### src/rtl/m12_tdm_demux.sv
`default_nettype none
// ============================================================================
// Module   : m12_tdm_demux
// Brief    : Registered 1:2 TDM demultiplexer with frame alignment tracking,
//            framing-error strobe and completed-frame counter. Optional WAIT1
//            stall timeout enabled by defining M12_DEMUX_TIMEOUT_EN.
// Revision : 1.0
// ============================================================================
module m12_tdm_demux #(
    parameter int WIDTH   = 1,
    parameter int TIMEOUT = 16
) (
    input  logic             clk,
    input  logic             rst_n,
    input  logic             in_valid,
    input  logic             in_sync,
    input  logic [WIDTH-1:0] in_data,
    output logic [WIDTH-1:0] out0,
    output logic [WIDTH-1:0] out1,
    output logic             out_valid,
    output logic             sel,
    output logic             sync_err,
    output logic [7:0]       frame_cnt
);

    typedef enum logic [1:0] {
        HUNT  = 2'd0,
        WAIT1 = 2'd1,
        WAIT0 = 2'd2
    } state_t;

    state_t           state;
    logic [WIDTH-1:0] hold0;

    if (TIMEOUT < 2) begin : g_bad_timeout
        $error("m12_tdm_demux: TIMEOUT must be at least 2");
    end

`ifdef M12_DEMUX_TIMEOUT_EN
    localparam int CW = $clog2(TIMEOUT + 1);

    logic [CW-1:0] stall_cnt;
    logic          stall_hit;

    // Fires on the idle cycle that brings the consecutive-stall count to TIMEOUT
    assign stall_hit = (stall_cnt == CW'(TIMEOUT - 1));

    always_ff @(posedge clk or negedge rst_n) begin
        if (!rst_n) begin
            stall_cnt <= '0;
        end else if (in_valid || (state != WAIT1) || stall_hit) begin
            stall_cnt <= '0;
        end else begin
            stall_cnt <= stall_cnt + CW'(1);
        end
    end
`endif

    always_ff @(posedge clk or negedge rst_n) begin
        if (!rst_n) begin
            state     <= HUNT;
            hold0     <= '0;
            out0      <= '0;
            out1      <= '0;
            out_valid <= 1'b0;
            sel       <= 1'b0;
            sync_err  <= 1'b0;
            frame_cnt <= 8'd0;
        end else begin
            out_valid <= 1'b0;
            sync_err  <= 1'b0;
            if (in_valid) begin
                case (state)
                    HUNT: begin
                        if (in_sync) begin
                            hold0 <= in_data;
                            state <= WAIT1;
                            sel   <= 1'b1;
                        end
                    end
                    WAIT1: begin
                        if (in_sync) begin
                            // A fresh slot 0 restarts the frame in place
                            sync_err <= 1'b1;
                            hold0    <= in_data;
                        end else begin
                            out0      <= hold0;
                            out1      <= in_data;
                            out_valid <= 1'b1;
                            frame_cnt <= frame_cnt + 8'd1;
                            state     <= WAIT0;
                            sel       <= 1'b0;
                        end
                    end
                    WAIT0: begin
                        if (in_sync) begin
                            hold0 <= in_data;
                            state <= WAIT1;
                            sel   <= 1'b1;
                        end else begin
                            sync_err <= 1'b1;
                            state    <= HUNT;
                        end
                    end
                    default: begin
                        state <= HUNT;
                        sel   <= 1'b0;
                    end
                endcase
            end
`ifdef M12_DEMUX_TIMEOUT_EN
            else if ((state == WAIT1) && stall_hit) begin
                sync_err <= 1'b1;
                state    <= HUNT;
                sel      <= 1'b0;
            end
`endif
        end
    end

endmodule
`default_nettype wire

### config.mk
export PLATFORM = sky130hd
export DESIGN_NAME = m12_tdm_demux
export DESIGN_NICKNAME = d
export VERILOG_FILES = /design/src/rtl/m12_tdm_demux.sv
export SDC_FILE = /design/constraint.sdc
export NUM_CORES = 1
export LEC_CHECK = 0
export CAP_MARGIN = 20
export CORE_MARGIN = 1
export CORE_UTILIZATION = 30
export CTS_BUF_LIST = sky130_fd_sc_hd__clkbuf_8
export DETAILED_ROUTE_END_ITERATION = 12
export PLACE_DENSITY = 0.64
export SLEW_MARGIN = 20
export SYNTH_ARGS = -nofsm -noshare
export SYNTH_HDL_FRONTEND = slang
export SYNTH_SLANG_ARGS = --single-unit
### constraint.sdc
create_clock -name clk -period 1.2 [get_ports clk]
set_input_delay 0.24 -clock clk [delete_from_list [all_inputs] [get_ports clk]]
set_output_delay 0.24 -clock clk [all_outputs]
set_load 0.02 [all_outputs]
Yosys cells after proc, flatten, opt, wreduce, memory -nomap -nowiden
Cells that the tools add are included.
{"block": "word_totals", "out_inout_bits": 13, "regBits": 16}
{"block": "classes", "add_sub_neg": 1, "n_reduce_logical": 7, "muxes": 13, "eq_ne": 5, "bitwise_logic": 1}
{"cell": "AND reduction 3 bit", "count": 4}
{"cell": "adder 8 x 1 -> 8 bit (second input constant)", "count": 1}
{"cell": "two-way mux 1 bit", "count": 8}
{"cell": "case mux 2 bit (3 select lines)", "count": 1}
{"cell": "two-way mux 2 bit", "count": 2}
{"cell": "inequality test 2 bit (second input constant)", "count": 2}
{"cell": "case mux 1 bit (2 select lines)", "count": 2}
{"cell": "OR reduction 3 bit", "count": 1}
{"cell": "== test 2 x 1 -> 1 bit (second input constant)", "count": 1}
{"cell": "== test 2 bit (second input constant)", "count": 1}
{"cell": "zero test 2 bit", "count": 1}
{"cell": "inequality test 2 x 1 -> 1 bit (second input constant)", "count": 1}
{"cell": "OR reduction 2 bit", "count": 1}
{"cell": "inverter 1 bit", "count": 1}

Longest topological paths before layout
{"block": "depth", "word_depth": 4, "mapped_depth": 5, "depth_no_buf": 4}

Least setup slack after synthesis
Ideal clock, no wire load.
{"block": "synth_path", "path_type": "register to register", "startpoint": "register state[1]", "endpoint": "register frame_cnt[7]", "t_arrival_ns": 1.132, "path_stages_with_launch": 5, "setup_time_ns": 0.079, "setup_slack_ns": -0.011, "synth_period_minus_slack_ns": 1.211, "t_required_ns": 1.121, "cell_sequence": "dfrtp_1 -> nand4bb_1 -> buf_6 -> nor4_4 -> xor2_1"}
{"block": "synth_between", "elab_chain_cells": 2}
{"element": "from (decl)", "line_no": "32", "source": "state_t state;"}
{"element": "from (signal assigned)", "line_no": "61", "source": "state <= HUNT;"}
{"element": "from (signal assigned)", "line_no": "77", "source": "state <= WAIT1;"}
{"element": "from (signal assigned)", "line_no": "91", "source": "state <= WAIT0;"}
{"element": "== test 2 x 1 -> 1 bit", "line_no": "73", "source": "case (state)"}
{"element": "AND reduction 3 bit (no source line)"}
{"element": "to (signal assigned)", "line_no": "90", "source": "frame_cnt <= frame_cnt + 8'd1;"}
{"element": "to (decl)", "line_no": "23", "source": "output logic [7:0] frame_cnt"}
Every way passes these cells.
A chain may end at the register's enable or synchronous reset.

Final worst setup path
{"block": "layout_path", "startpoint": "register frame_cnt[0]", "endpoint": "register frame_cnt[6]"}
{"block": "layout_between", "elab_chain_cells": 1}
{"element": "adder 8 x 1 -> 8 bit", "line_no": "90"}
Every way passes these cells.

==> impl_metrics.yaml <==
sta:
  layout_min_cycle_time_ns: 1.19
  relSlewSlack_pct: 85.3
  fin_crit_sh_pct: 98.8
  setup_viol: 0
  fmax_ghz: 0.843
  skew_ns: 0.000986
  drv_slew: 0
  hold_violations: 0
  fin_tns_setup_ns: 0
  rsz0062_at_grt: "true"
  worstMarginPinSlew_ns: 0.219
  whs_ns: 0.322
clock_network:
  clock_path_buffers: 2
  root_buffer: "clkbuf_8"
  clock_latency_ns: 0.25
  cts_num_sinks: 16
  clkTransAtPathRegs_ns: 0.06
  cts-buffers-inserted: 3
  cts_tree: "done"
  h-tree-depth: 1
  holdBufCountCts: 0
global_routing:
  grtUsageTotal_pct: 14.4
  grt-ovfl-total: 0
  grt_max_degree: 17
  grt_pass1_vias: 583
  antenna_found_initial: 0
  grt_pass1_wl_um: 2580
cells_and_area:
  layout.nets: 104
  fillers: 186
  layout-drive-gt1-share_pct: 35.1
  area_growth_pct: 64.0
  n_antenna_cell: 0
worst_setup_path:
  crit_path_start_kind: "flop"
  worst_path_largest_cell_delay_ns: 0.37
  crit_chain: "buf_4, ha_1, nand3_1, nor3_2, xor2_1"
  path_max_fanout: 3
  ff2ff_setup_slack_ns: 0.01
  path_class: "flop to flop"
  arrival_ns: 1.32
  cp_slowest_cell: "dfrtp_1"
  crit_family: "flip-flops"
  cp-end-kind: "flop"
  worst-path-buf-inv: 1
  worstPathRequired_ns: 1.33
pwr:
  p_switching_mw: 0.612
  power_frac_seq_pct: 38.8
  power.leakage_nw: 0.578
  p_sw_share_pct: 33.4
  power_density_nw_per_um2: 1660
  internal_power_mw: 1.22
  peakVddDrop_uv: 1100
  combinationalPowerShare_pct: 38.8
  power.total_mw: 1.84
  clockPowerShare_pct: 22.4
floorplanning:
  start_util_pct: 33.0
  core-area_um2: 2040
  io_pins: 18
  fp.dieArea_um2: 2440
  num_rows: 16
  die_w_um: 49.4
  die_h_um: 49.4
routing:
  post_drt_wl_per_cell_um: 12.2
  drtIter0Drc: 15
  drc: 0
  detailroute.via_count: 555
  antenna_left: 0
  vias_per_cell: 4.48
  firstDrtPassIters: 3
  routed_wirelength_um: 1510
place:
  hpwl_um: 1020
  numPortBuffers: 17
  place_congestion: 0.750
synthesis:
  yosysSeqAreaShare_pct: 59.4
  synth_top_area_share_pct: 59.4
  syn_nets: 65
  yosysWarningCount: 0
  syn-cell-area_um2: 674
  avgSynthCellArea_um2: 11.4
  yosys.area.top_type: "dfrtp_1"
  netlist_top_cells_area: "dfrtp_1, nand2_1, xor2_1, xnor2_1, nor4_4"
  ys_seq_elements: 16
  syn_inst: 59
  ys_types: 21
status:
  status: "finished clean"
worst_hold_path:
  hold_path.class: "primary input to asynchronous set/reset pin"
job:
  maxCapViolations: 0
-- kinds of logic after synthesis --
logic type / count (synthesis) / share of synthesized area, %
compound gates: 7 / 6.12
xor+xnor: 7 / 9.09
fa+ha+maj: 1 / 1.85
buf+inv: 3 / 2.78
flops: 16 / 59.4
mux: 1 / 1.67
simple gates: 24 / 19.1
-- Yosys cell counts --
| library cell | instances |
|---|---|
| nand4_1 | 1 |
| nor2b_1 | 1 |
| nand3_1 | 2 |
| o21ai_0 | 2 |
| a21o_2 | 1 |
| inv_2 | 1 |
| xor2_1 | 4 |
| nor2_1 | 2 |
| inv_1 | 1 |
| nor3b_1 | 1 |
| dfrtp_1 | 16 |
| nor4_4 | 1 |
| ha_1 | 1 |
| a21oi_1 | 3 |
| xnor2_1 | 3 |
| nand2_1 | 13 |
| mux2_2 | 1 |
| buf_6 | 1 |
| a21o_1 | 1 |
| nor3_1 | 2 |
| nand4bb_1 | 1 |
-- final cells by class --
cell class | count | area [µm²] | share of cell area [%]
multi-input combinational | 40 | 305 | 27.6
clock buffer | 3 | 41.3 | 3.73
clock inverter | 1 | 3.75 | 0.339
sequential | 16 | 403 | 36.4
tap | 27 | 33.8 | 3.05
inverter | 2 | 10.0 | 0.905
timing repair buffer | 35 | 309 | 27.9
-- through the flow --
step,instance area (µm²),worst slack [ns],instances,util [%]
2_1_floorplan,676,0.00386,59,-
3_3_place_gp,996,-0.366,119,48.8
3_5_place_dp,996,-0.367,119,48.8
4_1_cts,1050,0.00275,124,51.6
5_1_grt,1110,-0.0514,124,54.2
6_report,1110,0.0140,124,54.2
-- state kept, by name, summed over array words and instances, names as in the netlist --
name,count
sel,1
sync_err,1
out0,1
out1,1
hold0,1
frame_cnt,8
out_valid,1
state,2
-- power groups by stage --
| stage | clock (mW) | sequential [mW] | combinational [mW] |
|---|---|---|---|
| 3_3_place_gp | 0 | 0.714 | 0.669 |
| 2_1_floorplan | 0 | 0.861 | 0.140 |
| 4_1_cts | 0.433 | 0.707 | 0.649 |
| 3_5_place_dp | 0 | 0.718 | 0.683 |
| 5_1_grt | 0.449 | 0.724 | 0.773 |
| 6_report | 0.411 | 0.712 | 0.712 |
-- layer usage --
layer / vias up / global-route usage (%) / part of all wire, %
met5: - / 0 / 0
met4: 0 / 7.14 / 1.1
met3: 2 / 4.36 / 4.0
met2: 14 / 23.3 / 49
met1: 266 / 17.3 / 46
li1: 273 / - / -
-- cell usage in the layout (no fill, tap or decap), types with 2 or more instances in the layout --
cell             Yosys  routed
nand2_1             13      12
a21oi_1              3       2
clkdlybuf4s15_1      0      10
dlygate4sd2_1        0       4
dfrtp_2              0       2
buf_4                0      16
xor2_1               4       4
dfrtp_1             16      14
clkdlybuf4s50_1      0       2
nor2_1               2       2
o21ai_0              2       2
buf_6                1       2
inv_1                1       2
xnor2_1              3       2
clkbuf_8             0       3
-- path summary, 6_finish.rpt --
kind                                           from  cells after the start                       end
hold reg to reg                   hold0$_DFFE_PN0P_                      2          out0$_DFFE_PN0P_
min in group clk                  hold0$_DFFE_PN0P_                      2          out0$_DFFE_PN0P_
setup reg to reg           frame_cnt[0]$_DFFE_PN0P_                      5  frame_cnt[6]$_DFFE_PN0P_
max in group asynchronous                     rst_n                      2  frame_cnt[2]$_DFFE_PN0P_
setup / recovery           frame_cnt[0]$_DFFE_PN0P_                      5  frame_cnt[6]$_DFFE_PN0P_
hold / removal                                rst_n                      2  frame_cnt[4]$_DFFE_PN0P_
-- timing repair --
| action | in CTS | in global routing |
|---|---|---|
| gates resized for setup | 24 | 16 |
| pin swaps | 1 | 5 |
| endpoints found under the setup margin | 25 | 14 |
| endpoints found under the hold margin | 0 | 0 |
| buffers inserted | 1 | 0 |
(Power assumes the default switching activity.)
